--- src/rtl/instruction_ram_if.sv ---
// Fetch and load port bundle for instruction_ram.
// The master side is the PC/fetch logic plus host loader; the slave side is the RAM.
interface instruction_ram_if #(
   parameter int unsigned DATA_WIDTH = 16,
   parameter int unsigned ADDR_WIDTH = 8
);
   logic                  fetch_req;
   logic [15:0]           fetch_addr;
   logic                  fetch_ready;
   logic                  fetch_valid;
   logic [DATA_WIDTH-1:0] fetch_instr;
   logic                  load_start;
   logic                  load_valid;
   logic [DATA_WIDTH-1:0] load_data;
   logic                  load_ready;
   logic                  load_done;
   logic                  load_ovf;
   logic [ADDR_WIDTH:0]   prog_len;

   modport master (
      output fetch_req, fetch_addr, load_start, load_valid, load_data, load_done,
      input  fetch_ready, fetch_valid, fetch_instr, load_ready, load_ovf, prog_len
   );

   modport slave (
      input  fetch_req, fetch_addr, load_start, load_valid, load_data, load_done,
      output fetch_ready, fetch_valid, fetch_instr, load_ready, load_ovf, prog_len
   );
endinterface

--- src/rtl/instruction_ram.sv ---
// Loadable program store: streamed in over the load port, read by fetch with one cycle
// of latency. Words at or beyond the loaded program length read back as NOP_WORD.
module instruction_ram #(
   parameter int unsigned           DATA_WIDTH = 16,
   parameter int unsigned           ADDR_WIDTH = 8,
   parameter logic [DATA_WIDTH-1:0] NOP_WORD   = '0
) (
   input logic              clk,
   input logic              rst_n,
   instruction_ram_if.slave bus
);
   localparam int unsigned         DEPTH = 2 ** ADDR_WIDTH;
   localparam logic [ADDR_WIDTH:0] FULL  = (ADDR_WIDTH + 1)'(DEPTH);
   localparam logic [ADDR_WIDTH:0] ONE   = (ADDR_WIDTH + 1)'(1);

   typedef enum logic [0:0] {StRun, StLoad} state_e;

   state_e                state_q, state_d;
   // prog_len always equals the write pointer, so one register serves both
   logic [ADDR_WIDTH:0]   ptr_q, ptr_d;
   logic                  ovf_q, ovf_d;
   logic                  fetch_valid_q, fetch_valid_d;
   logic [DATA_WIDTH-1:0] fetch_instr_q, fetch_instr_d;
   logic [DATA_WIDTH-1:0] mem [DEPTH];

   logic load_ready;
   logic wr_en;
   logic ovf_set;
   logic fetch_fire;
   logic fetch_hit;

   always_ff @(posedge clk) begin
      if (!rst_n) state_q <= StRun;
      else        state_q <= state_d;
   end

   always_comb begin
      state_d = state_q;
      unique case (state_q)
         StRun:   if (bus.load_start) state_d = StLoad;
         StLoad: begin
            if (bus.load_start)     state_d = StLoad;
            else if (bus.load_done) state_d = StRun;
         end
         default: state_d = StRun;
      endcase
   end

   always_comb begin
      bus.fetch_ready = (state_q == StRun);
      load_ready      = (state_q == StLoad) && (ptr_q != FULL);
      bus.load_ready  = load_ready;
   end

   // load_start wins over writes, overflow and fetches in the same cycle
   always_comb begin
      wr_en      = (state_q == StLoad) && bus.load_valid && load_ready && !bus.load_start;
      ovf_set    = (state_q == StLoad) && bus.load_valid && !load_ready && !bus.load_start;
      fetch_fire = (state_q == StRun) && bus.fetch_req && !bus.load_start;
      fetch_hit  = {1'b0, bus.fetch_addr} < 17'(ptr_q);

      ptr_d = ptr_q;
      ovf_d = ovf_q;
      if (bus.load_start) begin
         ptr_d = '0;
         ovf_d = 1'b0;
      end else if (wr_en) begin
         ptr_d = ptr_q + ONE;
      end else if (ovf_set) begin
         ovf_d = 1'b1;
      end

      fetch_valid_d = fetch_fire;
      fetch_instr_d = fetch_instr_q;
      if (fetch_fire) begin
         fetch_instr_d = fetch_hit ? mem[bus.fetch_addr[ADDR_WIDTH-1:0]] : NOP_WORD;
      end
   end

   always_ff @(posedge clk) begin
      if (!rst_n) begin
         ptr_q         <= '0;
         ovf_q         <= 1'b0;
         fetch_valid_q <= 1'b0;
         fetch_instr_q <= NOP_WORD;
      end else begin
         ptr_q         <= ptr_d;
         ovf_q         <= ovf_d;
         fetch_valid_q <= fetch_valid_d;
         fetch_instr_q <= fetch_instr_d;
      end
   end

   // Storage is never cleared; prog_len alone decides what is readable
   always_ff @(posedge clk) begin
      if (rst_n && wr_en) mem[ptr_q[ADDR_WIDTH-1:0]] <= bus.load_data;
   end

   assign bus.fetch_valid = fetch_valid_q;
   assign bus.fetch_instr = fetch_instr_q;
   assign bus.load_ovf    = ovf_q;
   assign bus.prog_len    = ptr_q;
endmodule
--- src/flat_wrapper.sv ---
// flat-port wrapper written by rule: the top's interface ports become plain ports
module instruction_ram_flat 
#(
   parameter int unsigned           DATA_WIDTH = 16,
   parameter int unsigned           ADDR_WIDTH = 8,
   parameter logic [DATA_WIDTH-1:0] NOP_WORD   = '0
)
  (clk, rst_n, bus_fetch_req, bus_fetch_addr, bus_load_start, bus_load_valid, bus_load_data, bus_load_done, bus_fetch_ready, bus_fetch_valid, bus_fetch_instr, bus_load_ready, bus_load_ovf, bus_prog_len);
  instruction_ram_if #(.DATA_WIDTH(DATA_WIDTH), .ADDR_WIDTH(ADDR_WIDTH)) bus_i ();
  input logic clk;
  input logic rst_n;
  input wire logic [$bits(bus_i.fetch_req)-1:0] bus_fetch_req;
  input wire logic [$bits(bus_i.fetch_addr)-1:0] bus_fetch_addr;
  input wire logic [$bits(bus_i.load_start)-1:0] bus_load_start;
  input wire logic [$bits(bus_i.load_valid)-1:0] bus_load_valid;
  input wire logic [$bits(bus_i.load_data)-1:0] bus_load_data;
  input wire logic [$bits(bus_i.load_done)-1:0] bus_load_done;
  output wire logic [$bits(bus_i.fetch_ready)-1:0] bus_fetch_ready;
  output wire logic [$bits(bus_i.fetch_valid)-1:0] bus_fetch_valid;
  output wire logic [$bits(bus_i.fetch_instr)-1:0] bus_fetch_instr;
  output wire logic [$bits(bus_i.load_ready)-1:0] bus_load_ready;
  output wire logic [$bits(bus_i.load_ovf)-1:0] bus_load_ovf;
  output wire logic [$bits(bus_i.prog_len)-1:0] bus_prog_len;
  assign bus_i.fetch_req = bus_fetch_req;
  assign bus_i.fetch_addr = bus_fetch_addr;
  assign bus_i.load_start = bus_load_start;
  assign bus_i.load_valid = bus_load_valid;
  assign bus_i.load_data = bus_load_data;
  assign bus_i.load_done = bus_load_done;
  assign bus_fetch_ready = bus_i.fetch_ready;
  assign bus_fetch_valid = bus_i.fetch_valid;
  assign bus_fetch_instr = bus_i.fetch_instr;
  assign bus_load_ready = bus_i.load_ready;
  assign bus_load_ovf = bus_i.load_ovf;
  assign bus_prog_len = bus_i.prog_len;
  instruction_ram #(.DATA_WIDTH(DATA_WIDTH), .ADDR_WIDTH(ADDR_WIDTH), .NOP_WORD(NOP_WORD)) u_core (.clk(clk), .rst_n(rst_n), .bus(bus_i));
endmodule
--- config.mk ---
export PLATFORM = sky130hd
export DESIGN_NAME = instruction_ram_flat
export DESIGN_NICKNAME = d
export VERILOG_FILES = /design/src/rtl/instruction_ram_if.sv /design/src/rtl/instruction_ram.sv /design/src/flat_wrapper.sv
export SDC_FILE = /design/constraint.sdc
export NUM_CORES = 2
export LEC_CHECK = 0
export BUFFER_PORTS_ARGS = -buffer_cell sky130_fd_sc_hd__buf_2
export CAP_MARGIN = 20
export CORE_UTILIZATION = 30
export DETAILED_ROUTE_END_ITERATION = 6
export GPL_TIMING_DRIVEN = 0
export PLACE_DENSITY = 0.42
export RECOVER_POWER = 100
export SLEW_MARGIN = 20
export SYNTH_ARGS = -nofsm -noshare
export SYNTH_HDL_FRONTEND = slang
export SYNTH_SLANG_ARGS = --single-unit
--- constraint.sdc ---
create_clock -name clk -period 3.5 [get_ports clk]
set_input_delay 0.35 -clock clk [delete_from_list [all_inputs] [get_ports clk]]
set_output_delay 0.35 -clock clk [all_outputs]
set_load 0.03 [all_outputs]
==> flow_summary_export.csv <==
group,metric,value,unit
final_layout,areaGrowthSynthToFinish,22.53,%
grt,grt_use_met3,11.81,%
timing,rsz0062_at_grt,"true",
flow_run,drv_cap,18,
clock_tree,insertion_delay,1.14,ns
grt,globalRouteMet2Util,47.48,%
setup_path,crit_type,"in2reg",
pwr,total_power,112500,uW
grt,grt_pass1_vias,89310,
timing,slew_headroom,-159.0,%
setup_path,path_max_fanout,10,
route,wire_per_inst,57.94,um
setup_path,critPathCaptureType,"register",
logic_synthesis,syn_area,160500,um^2
timing,setup_viol,928,
logic_synthesis,synth_edf_count,4096,
logic_synthesis,ys_warn_count,0,
route,viasPerCell,6.192,
floorplan,rows,268,
logic_synthesis,syn_inst,7382,
final_layout,nets,8588,
floorplan,core_area,532800,um^2
grt,met1_usage,42.91,%
timing,setup-tns-final,-54.44,ns
floorplan,start_util,30.12,%
place,gp_congestion,1.058,
logic_synthesis,ys_async_sr_fraction,0,%
clock_tree,cts_max_level,5,
grt,grt.total_usage,33.77,%
timing,finalClockSkew,0.1223,ns
floorplan,die_area,537900,um^2
logic_synthesis,ys.flop_type,"edfxtp_1",
final_layout,fill_cells,48450,
logic_synthesis,syn_nets,7432,
logic_synthesis,ys_types,74,
clock_tree,cts.sinks,4124,
timing,finalHoldViolations,0,
setup_path,critical_path_arrival,4.84,ns
floorplan,num_io_pins,67,
clock_tree,clk_path_buf_depth,4,
status,status,"finished, violations left",
timing,fin_crit,3.883,ns
logic_synthesis,avgSynthCellArea,21.74,um^2
final_layout,drive_gt1_share,32.29,%
pwr,vdd_drop_max,517.1,uV
hold_path,hp-class,"in2reg",
clock_tree,path_clk_slew,0.06,ns
grt,grt_max_degree,113,
timing,max_slew.worst_pin.slew,3.885,ns
grt,grt.busiest_layer,"met2",
timing,slew_violations,1385,
final_layout,final_area,196700,um^2
clock_tree,ctsRootBufferMaster,"clkbuf_16",
route,firstDrtPassIters,6,
grt,grt_pass1_wl,1127000,um
place,place.port_buffers,65,
floorplan,die-width,733.5,um
route,drtIter0Drc,18670,
route,ant_nets,0,
pwr,p_leak,0.06281,uW
pwr,p_per_area,572.2,nW/um^2
floorplan,die_h,733.5,um
clock_tree,cts_tree,"built",
clock_tree,numCtsBuffers,458,
place,post_dp_cell_area,182000,um^2
setup_path,cp-start-kind,"input port",
final_layout,post-route-util,36.91,%
grt,grt_overflow,0,
setup_path,cp.required,4.46,ns
route,vias,99490,
logic_synthesis,synth_seq_cells,4124,
route,wirelength,930900,um
place,dp_slack,-3.564,ns
timing,setup_slack,-0.3827,ns
route,drc,19,
place,place_hpwl,646500,um
timing,fmax,257.6,MHz
logic_synthesis,synth_seq_area_share,76.98,%
timing,period_share,110.9,%
grt,antenna_found_initial,172,
status,violations,"DRC, capacitance limit, slew limit, setup timing",
-- synth_stat cells (14+ instances only) --
master    count  share of area (%)
buf_8        50               0.47
a221o_1      43               0.27
buf_12       18               0.22
o21ai_0     101               0.31
nand2_1     113               0.26
nor2_1      348               0.81
o221ai_1     21               0.11
a22oi_1      65               0.30
mux2i_1     525                3.3
buf_6        68               0.48
dfxtp_1      28               0.35
mux4_1       40               0.65
mux4_2      832                 12
a21oi_1      96               0.30
inv_1        15              0.035
o22ai_1      25              0.097
buf_1        25              0.058
a221oi_1    186                1.0
nand3_1      45               0.14
mux2_2       17               0.12
a211oi_1     24               0.11
clkbuf_1    149               0.35
nand2b_1     36               0.14
edfxtp_1   4096                 77
buf_4        14              0.065
nor3_1       53               0.17
buf_2       105               0.33
o31ai_1      42               0.20
-- routing by layer --
metal  wire length [um]  up-vias
li1                   -    33870
met1             347500    54850
met2             385200     8563
met3             113000     2150
met4              84620       48
met5                569        -
-- timing repair --
item                       in CTS  in global routing
setup endpoints to repair    4112               2378
setup buffers                 157                 45
hold buffers                   24                  0
hold endpoints to repair     1157                  0
pin swaps                     113                 38
gates resized for setup       367                 95
-- cells in the final DEF (no fill, tap or decap), types with 24 or more instances in the layout --
master,n
clkbuf_8,31
buf_8,81
a22oi_1,65
buf_4,142
diode_2,112
o21ai_0,87
mux4_2,832
clkinv_2,85
clkbuf_1,164
nor2_1,161
nand2b_1,36
mux2i_1,518
o31ai_1,38
dlygate4sd3_1,24
nor2_4,93
buf_16,132
nor2_2,94
nand2_1,88
clkbuf_16,461
dfxtp_1,27
buf_2,73
mux4_1,40
nand3_1,28
a21oi_1,87
clkinv_1,112
nor3_1,48
clkbuf_2,168
clkbuf_4,132
a221o_1,43
edfxtp_1,4096
bufinv_16,43
a221oi_1,173
buf_6,150
buf_12,151
-- path summary, 6_finish.rpt --
kind                              from                        end  slack, ns  cells past startpoint
max                  bus_fetch_addr[1]  u_core.bus.fetch_instr[3]      -0.38                     12
min                      bus_load_done             u_core.state_q       0.07                      4
max reg2reg     u_core.bus.prog_len[3]        u_core.mem[193][15]      -0.22                      6
min reg2reg  u_core.bus.fetch_instr[7]  u_core.bus.fetch_instr[7]       0.48                      1
-- per-stage QoR --
stage | cells | hold slack [ns]
global route | 15970 | 0.09350
detailed placement | 14870 | 0.4694
CTS | 15910 | 0.01356
global placement | 14470 | 0.4632
floorplan | 7382 | 0.4489
finish | 16070 | 0.07234
-- cell families after synthesis --
| group | synth area share [%] |
|---|---|
| DFF | 76.98 |
| muxes | 15.72 |
| AOI/OAI and AO/OA | 3.333 |
| and+or+nand+nor | 1.757 |
| buffers and inverters | 2.075 |
| adders and majority gates | 0.09354 |
| xor gates and xnor gates | 0.03820 |
-- worst max-delay path, stage by stage --
cell	delay, ns
buf_2	0.31
buf_6	0.28
buf_8	0.26
buf_6	0.40
buf_6	0.35
buf_6	0.44
mux4_2	0.43
o21ai_0	0.21
a211oi_2	0.19
o211ai_1	0.80
nand3_2	0.32
a22o_1	0.26
-- state kept, by name, indices dropped and copies added, names as in the netlist --
| signal | flops |
|---|---|
| u_core.mem | 4096 |
| u_core.bus.fetch_instr | 16 |
| u_core.bus.prog_len | 9 |
| u_core.bus.fetch_valid | 1 |
| u_core.bus.load_ovf | 1 |
| u_core.state_q | 1 |
-- cell type report --
type                    count  area (um^2)  share of cell area (%)
repair buffers            698         9075                   4.614
inverters                  16        60.06                 0.03054
clock buffers             579        12060                   6.131
flip-flops and latches   4124       123600                   62.82
plain buffers             437         4579                   2.328
multi-input cells        2803        35470                   18.04
diodes                    112        280.3                  0.1425
well taps                7020         8783                   4.466
clock inverters           279         2805                   1.426
-- power by group --
group          total (uW)  switching [uW]  internal [uW]
clock network       48800           21300          27500
logic                9390            7090           2300
registers           54300            1.72          54300
Power figures use the tool's default switching activity.
